[src/rtl/fifo_ctrl_pkg.sv]
// fifo_ctrl_pkg: shared definitions for the FIFO write-side controller.
//   - STATE_W     : width of the write FSM state register
//   - wstate_e    : write FSM state encoding (Idle=0, Write=1, HS=2; 3 unused)
//   - clog2()     : ceiling log2, used to cross-check ADDR_W against DEPTH
package fifo_ctrl_pkg;

    localparam int STATE_W = 2;

    typedef enum logic [STATE_W-1:0] {
        ST_IDLE  = 2'd0,
        ST_WRITE = 2'd1,
        ST_HS    = 2'd2
    } wstate_e;

    function automatic int clog2(input int n);
        int r;
        int v;
        r = 0;
        v = 1;
        while (v < n) begin
            v = v << 1;
            r = r + 1;
        end
        return r;
    endfunction

endpackage

[src/rtl/fifo_occupancy.sv]
// fifo_occupancy: read/write pointers, occupancy count and full/empty flags.
// Ports:
//   clk, rst    : clock and synchronous active-high reset
//   push        : one entry committed this cycle (write FSM is in Write)
//   rd_pop      : one-cycle pop pulse from the read controller
//   wr_addr     : write pointer
//   rd_addr     : read pointer
//   count       : occupancy, 0..DEPTH
//   full, empty : decoded from the registered count
module fifo_occupancy #(
    parameter int DEPTH  = 8,
    parameter int ADDR_W = 3
) (
    input  logic              clk,
    input  logic              rst,
    input  logic              push,
    input  logic              rd_pop,
    output logic [ADDR_W-1:0] wr_addr,
    output logic [ADDR_W-1:0] rd_addr,
    output logic [ADDR_W:0]   count,
    output logic              full,
    output logic              empty
);

    localparam logic [ADDR_W:0] DEPTH_C = (ADDR_W+1)'(DEPTH);

    logic [ADDR_W-1:0] wr_addr_q, wr_addr_d;
    logic [ADDR_W-1:0] rd_addr_q, rd_addr_d;
    logic [ADDR_W:0]   count_q,   count_d;
    logic              pop_ok;

    // A pop against an empty FIFO is dropped entirely.
    assign pop_ok = rd_pop && !empty;

    always_comb begin
        wr_addr_d = wr_addr_q;
        rd_addr_d = rd_addr_q;
        count_d   = count_q;
        if (push) begin
            // Natural ADDR_W-bit rollover gives the mod-DEPTH wrap.
            wr_addr_d = wr_addr_q + ADDR_W'(1);
        end
        if (pop_ok) begin
            rd_addr_d = rd_addr_q + ADDR_W'(1);
        end
        // Simultaneous push and pop leave the count unchanged.
        case ({push, pop_ok})
            2'b10:   count_d = count_q + (ADDR_W+1)'(1);
            2'b01:   count_d = count_q - (ADDR_W+1)'(1);
            default: count_d = count_q;
        endcase
    end

    always_ff @(posedge clk) begin
        if (rst) begin
            wr_addr_q <= '0;
            rd_addr_q <= '0;
            count_q   <= '0;
        end else begin
            wr_addr_q <= wr_addr_d;
            rd_addr_q <= rd_addr_d;
            count_q   <= count_d;
        end
    end

    assign wr_addr = wr_addr_q;
    assign rd_addr = rd_addr_q;
    assign count   = count_q;
    assign full    = (count_q == DEPTH_C);
    assign empty   = (count_q == '0);

endmodule

[src/rtl/w_controller.sv]
// w_controller: write-side controller for the small synchronous FIFO.
// Handshake: the producer raises write_en and holds it until it sees ack;
// ack stays high (Write, then HS) until write_en drops, and the FSM only
// returns to Idle once write_en is low, so one write_en assertion yields
// exactly one write. wr_ld is a one-cycle storage load strobe at wr_addr.
// Ports:
//   clk, rst   : clock and synchronous active-high reset
//   write_en   : producer write request
//   rd_pop     : one-cycle pop pulse from the read controller
//   wr_ld      : storage load strobe (high only in Write)
//   wr_addr    : write pointer
//   rd_addr    : read pointer
//   ack        : handshake acknowledge (Write and HS)
//   count      : occupancy, 0..DEPTH
//   full/empty : occupancy flags
//   dbg_state  : current FSM state, for observation
module w_controller
    import fifo_ctrl_pkg::*;
#(
    parameter int DEPTH  = 8,
    parameter int ADDR_W = 3
) (
    input  logic               clk,
    input  logic               rst,
    input  logic               write_en,
    input  logic               rd_pop,
    output logic               wr_ld,
    output logic [ADDR_W-1:0]  wr_addr,
    output logic [ADDR_W-1:0]  rd_addr,
    output logic               ack,
    output logic [ADDR_W:0]    count,
    output logic               full,
    output logic               empty,
    output logic [STATE_W-1:0] dbg_state
);

    if (DEPTH < 2 || (DEPTH & (DEPTH - 1)) != 0 || ADDR_W != clog2(DEPTH)) begin : g_bad_param
        $error("w_controller: DEPTH must be a power of two >= 2 and ADDR_W = clog2(DEPTH)");
    end

    wstate_e state_q, state_d;
    logic    push;

    always_comb begin
        state_d = ST_IDLE;
        wr_ld   = 1'b0;
        ack     = 1'b0;
        case (state_q)
            ST_IDLE: begin
                // Uses registered full only: a same-cycle pop does not admit a write.
                state_d = (write_en && !full) ? ST_WRITE : ST_IDLE;
            end
            ST_WRITE: begin
                wr_ld   = 1'b1;
                ack     = 1'b1;
                state_d = write_en ? ST_HS : ST_IDLE;
            end
            ST_HS: begin
                ack     = 1'b1;
                state_d = write_en ? ST_HS : ST_IDLE;
            end
            default: state_d = ST_IDLE;
        endcase
    end

    always_ff @(posedge clk) begin
        if (rst) begin
            state_q <= ST_IDLE;
        end else begin
            state_q <= state_d;
        end
    end

    assign push      = (state_q == ST_WRITE);
    assign dbg_state = state_q;

    fifo_occupancy #(
        .DEPTH  (DEPTH),
        .ADDR_W (ADDR_W)
    ) u_occupancy (
        .clk     (clk),
        .rst     (rst),
        .push    (push),
        .rd_pop  (rd_pop),
        .wr_addr (wr_addr),
        .rd_addr (rd_addr),
        .count   (count),
        .full    (full),
        .empty   (empty)
    );

endmodule

[config.mk]
export PLATFORM = sky130hd
export DESIGN_NAME = w_controller
export DESIGN_NICKNAME = d
export VERILOG_FILES = /design/src/rtl/fifo_ctrl_pkg.sv /design/src/rtl/fifo_occupancy.sv /design/src/rtl/w_controller.sv
export SDC_FILE = /design/constraint.sdc
export NUM_CORES = 1
export LEC_CHECK = 0
export ABC_CLOCK_PERIOD_IN_PS = 2000
export CAP_MARGIN = 10
export CORE_MARGIN = 2
export CORE_UTILIZATION = 40
export DETAILED_ROUTE_END_ITERATION = 10
export PLACE_DENSITY = 0.81
export SETUP_SLACK_MARGIN = 0.05
export SLEW_MARGIN = 20
export SYNTH_ARGS = -nofsm -noshare
export SYNTH_HDL_FRONTEND = slang
export SYNTH_SLANG_ARGS = --single-unit
[constraint.sdc]
create_clock -name clk -period 2 [get_ports clk]
set_input_delay 0.6 -clock clk [delete_from_list [all_inputs] [get_ports clk]]
set_output_delay 0.6 -clock clk [all_outputs]
set_load 0.005 [all_outputs]
==> reports/results.md <==
* via count of the first global-routing pass: 577
* worst slack at placement: -429 ps
* Int Power: 0.000891 W
* Crit. Startpoint: u_occupancy.count[3]
* cell area after synthesis: 659 um^2
* number of violations of the max-capacitance limit: 0
* power dissipated by switching net loads: 0.000445 W
* HPWL reported at the end of detailed placement: 1080 um
* Worst Path Buf+Inv: 1
* gate count after technology mapping: 67
* average instance area after synthesis: 9.84 um^2
* maximum number of buffers from clock root to sink: 2
* initial detailed-routing violation count: 6
* root buffer cell: sky130_fd_sc_hd__clkbuf_4
* first-pass iteration count of the detailed router: 4
* critical path data arrival time: 2310 ps
* final WL: 1490 um
* actual transition at the worst max-transition pin: 254 ps
* CP Capture Point: u_occupancy.count[3]
* power per cell area: 1200 nW/um^2
* Detail Route Antenna Nets: 0
* number of inserted filler cells in the final layout: 104
* largest vdd supply drop: 1050 uV
* Yosys warning count: 0
* routability congestion estimate: 0.705
* share of power burned in the clock network: 14.6%
* clock latency on the worst-skew pair: 280 ps
* clock tree from TritonCTS: done
* Crit. End Element: flop
* violated checks: negative setup slack
* count of port buffers added during placement: 19
* area added between synthesis and finish: 69.3%
* post-DR vias/cell: 4.77
* Critical Path Max Stage Delay: 500 ps
* data required time of the critical path: 2170 ps
* count of pins on the block boundary: 20
* crit path cell chain: o41a_4, buf_6, ha_4, and4bb_2, o21ai_2, o31ai_2, mux2_4
* row cnt: 14
* most common cell after layout, fill and taps aside: sky130_fd_sc_hd__buf_4
* total CTS buffers: 3
* peak clock frequency supported by timing: 469 MHz
* first-pass GRT wire length: 2370 um
* count of final setup violators: 2
* setup repair after global routing missed its margin: true
* Die Width: 44.6 um
* Die Outline Area: 1990 um^2
* Logic pwr share: 58.9%
* post-synthesis net count: 79
* register bit count reported by yosys: 12
* clock skew after layout: 10.2 ps
* ranking of synthesized cells by area: sky130_fd_sc_hd__dfxtp_1 36%, sky130_fd_sc_hd__ha_1 15%, sky130_fd_sc_hd__xor2_1 6.6%, sky130_fd_sc_hd__nor2_1 5.7%, sky130_fd_sc_hd__mux2i_1 4.6%
* Clock Sinks: 12
* distinct cell type count of the synthesized netlist: 24
* post-route minimum period: 2130 ps
* fraction of layout instances using a drive strength above 1: 41.5%
* clock transition at the registers of the reported paths: 80 ps
* Inserted Diodes: 0
* proportion of power drawn by flip-flops and latches: 26.4%
* global-route usage over all layers: 16.6%
* share of total power consumed by net switching: 33.3%
* cell total after placement: 108
* detailed-route DRC error count: 0
* total negative setup slack: -159 ps
* area share of the largest cell type after synthesis: 36.4%
* Core Area: 1520 um^2
* total via count in the routed design: 582
* effective utilization at floorplan: 43.3%
* highest fanout seen on the critical path: 4
* type of the worst setup path: reg2reg
* Worst setup SP type: flop
* CTS Hold Buffers Added: 0
* Hold Vio Cnt, Final: 0
* final setup margin: -133 ps
* maximum number of pins on one net before global-route repair: 10
* Max Transition Viols Final: 0
* Final Cycle Share: 107%
* share of synthesized area occupied by flip-flops and latches: 36.4%
* Post-layout nets: 119
* Cell Count, Final, Fillers Out: 122
* Register-to-Register Path Depth: 7
* worst reg2reg endpoint: u_occupancy.count[3]
* Leak Pwr: 0.472 nW
* share of the core filled with cells: 73.2%
* CP max-delay cell: sky130_fd_sc_hd__o41a_4
* post-synthesis cell type with the largest combined area: sky130_fd_sc_hd__dfxtp_1
* Worst slew margin: 82.9%
* worst hold path class: reg2reg
* maximum level of the CTS H-tree: 1
* GR Overflow Total: 0
* most used cells in the layout excluding fill and tap cells: 17 x sky130_fd_sc_hd__buf_4, 14 x sky130_fd_sc_hd__clkdlybuf4s50_1, 10 x sky130_fd_sc_hd__nor2_1
* Routed WL per cell: 12.2 um
* cell family contributing the most delay on the critical path: compound AO/OA/AOI/OAI gates
* launch point of the worst reg-to-reg path: u_occupancy.count[3]
* reg-to-reg slack, setup: -130 ps
* outcome: finished with violations
* Crit path depth: 7
* number of antenna violations at the first check in global routing: 0
* die height: 44.6 um
==> final cells by class <==
type,instances,area (um^2),area share (%)
clock buffer,4,36.3,3.25
inverter,4,15.0,1.35
multi-input combinational,48,458,41.0
sequential,12,255,22.9
tap,16,20.0,1.79
timing repair buffer,38,332,29.7
==> worst min path at each step <==
stage	startpoint	to	slack, ps	cells after the start
2_1_floorplan	u_occupancy.rd_addr[2]	u_occupancy.rd_addr[2]	500	2
3_3_place_gp	u_occupancy.rd_addr[2]	u_occupancy.rd_addr[2]	500	2
3_5_place_dp	u_occupancy.rd_addr[2]	u_occupancy.rd_addr[2]	500	2
4_1_cts	u_occupancy.rd_addr[2]	u_occupancy.rd_addr[2]	520	2
5_1_grt	u_occupancy.wr_addr[2]	u_occupancy.wr_addr[2]	550	2
6_report	u_occupancy.rd_addr[2]	u_occupancy.rd_addr[2]	520	2
==> tightest hold or removal path: cells and delay by family (launching register included) <==
| family | cells | cell delay (ps) |
|---|---|---|
| XOR/XNOR | 1 | 70 |
| flip-flops | 1 | 350 |
| AND/OR/NAND/NOR | 1 | 70 |
==> sequential cells by signal (all words and copies together) (netlist names) <==
register	flops
dbg_state	2
u_occupancy.count	4
u_occupancy.rd_addr	3
u_occupancy.wr_addr	3
==> Yosys cell counts (all sizes together) <==
master,number
clkbuf,1
dfxtp,12
mux2i,3
nor4,1
nand2b,1
mux2,1
a21oi,2
nor2,10
nor2b,2
nand2,3
and4bb,1
inv,4
buf,2
o21ai,3
o41a,1
ha,8
nor4b,3
o31ai,1
xnor2,2
xor2,5
or3,1
==> through the flow <==
| step | hold slack (ps) | instance area (um^2) | total power, W |
|---|---|---|---|
| after floorplan | 502 | 701 | 0.000729 |
| after global placement | 496 | 952 | 0.000975 |
| final | 520 | 1120 | 0.00134 |
| after CTS | 525 | 1080 | 0.00129 |
| after detailed placement | 500 | 952 | 0.000990 |
| after global routing | 548 | 1120 | 0.00143 |
==> logic make-up after synthesis <==
family          after synthesis  share of synthesized area, %
fa+ha+maj                     8                          15.2
buf+inv                       7                          5.69
compound gates                7                          8.16
flops                        12                          36.4
mux                           4                          6.83
xor+xnor                      7                          9.30
simple gates                 22                          18.4
==> power groups by stage <==
stage / combinational [W] / sequential (W) / clock [W]
5_1_grt: 0.000859 / 0.000358 / 0.000217
2_1_floorplan: 0.000377 / 0.000351 / 0
3_5_place_dp: 0.000649 / 0.000341 / 0
3_3_place_gp: 0.000634 / 0.000341 / 0
4_1_cts: 0.000734 / 0.000350 / 0.000202
6_report: 0.000787 / 0.000353 / 0.000195
==> routing by layer <==
layer	GRT usage, %	share of wire [%]
met5	0	0
met4	5.45	0
met2	27.8	51
met1	19.0	44
met3	6.53	5.2
==> timing repair <==
| action | CTS | global route |
|---|---|---|
| endpoints found under the setup margin | 7 | 8 |
| resized for setup | 16 | 9 |
| pin swaps | 5 | 6 |
| setup buffers | 7 | 3 |
Power figures use the tool's default switching activity.
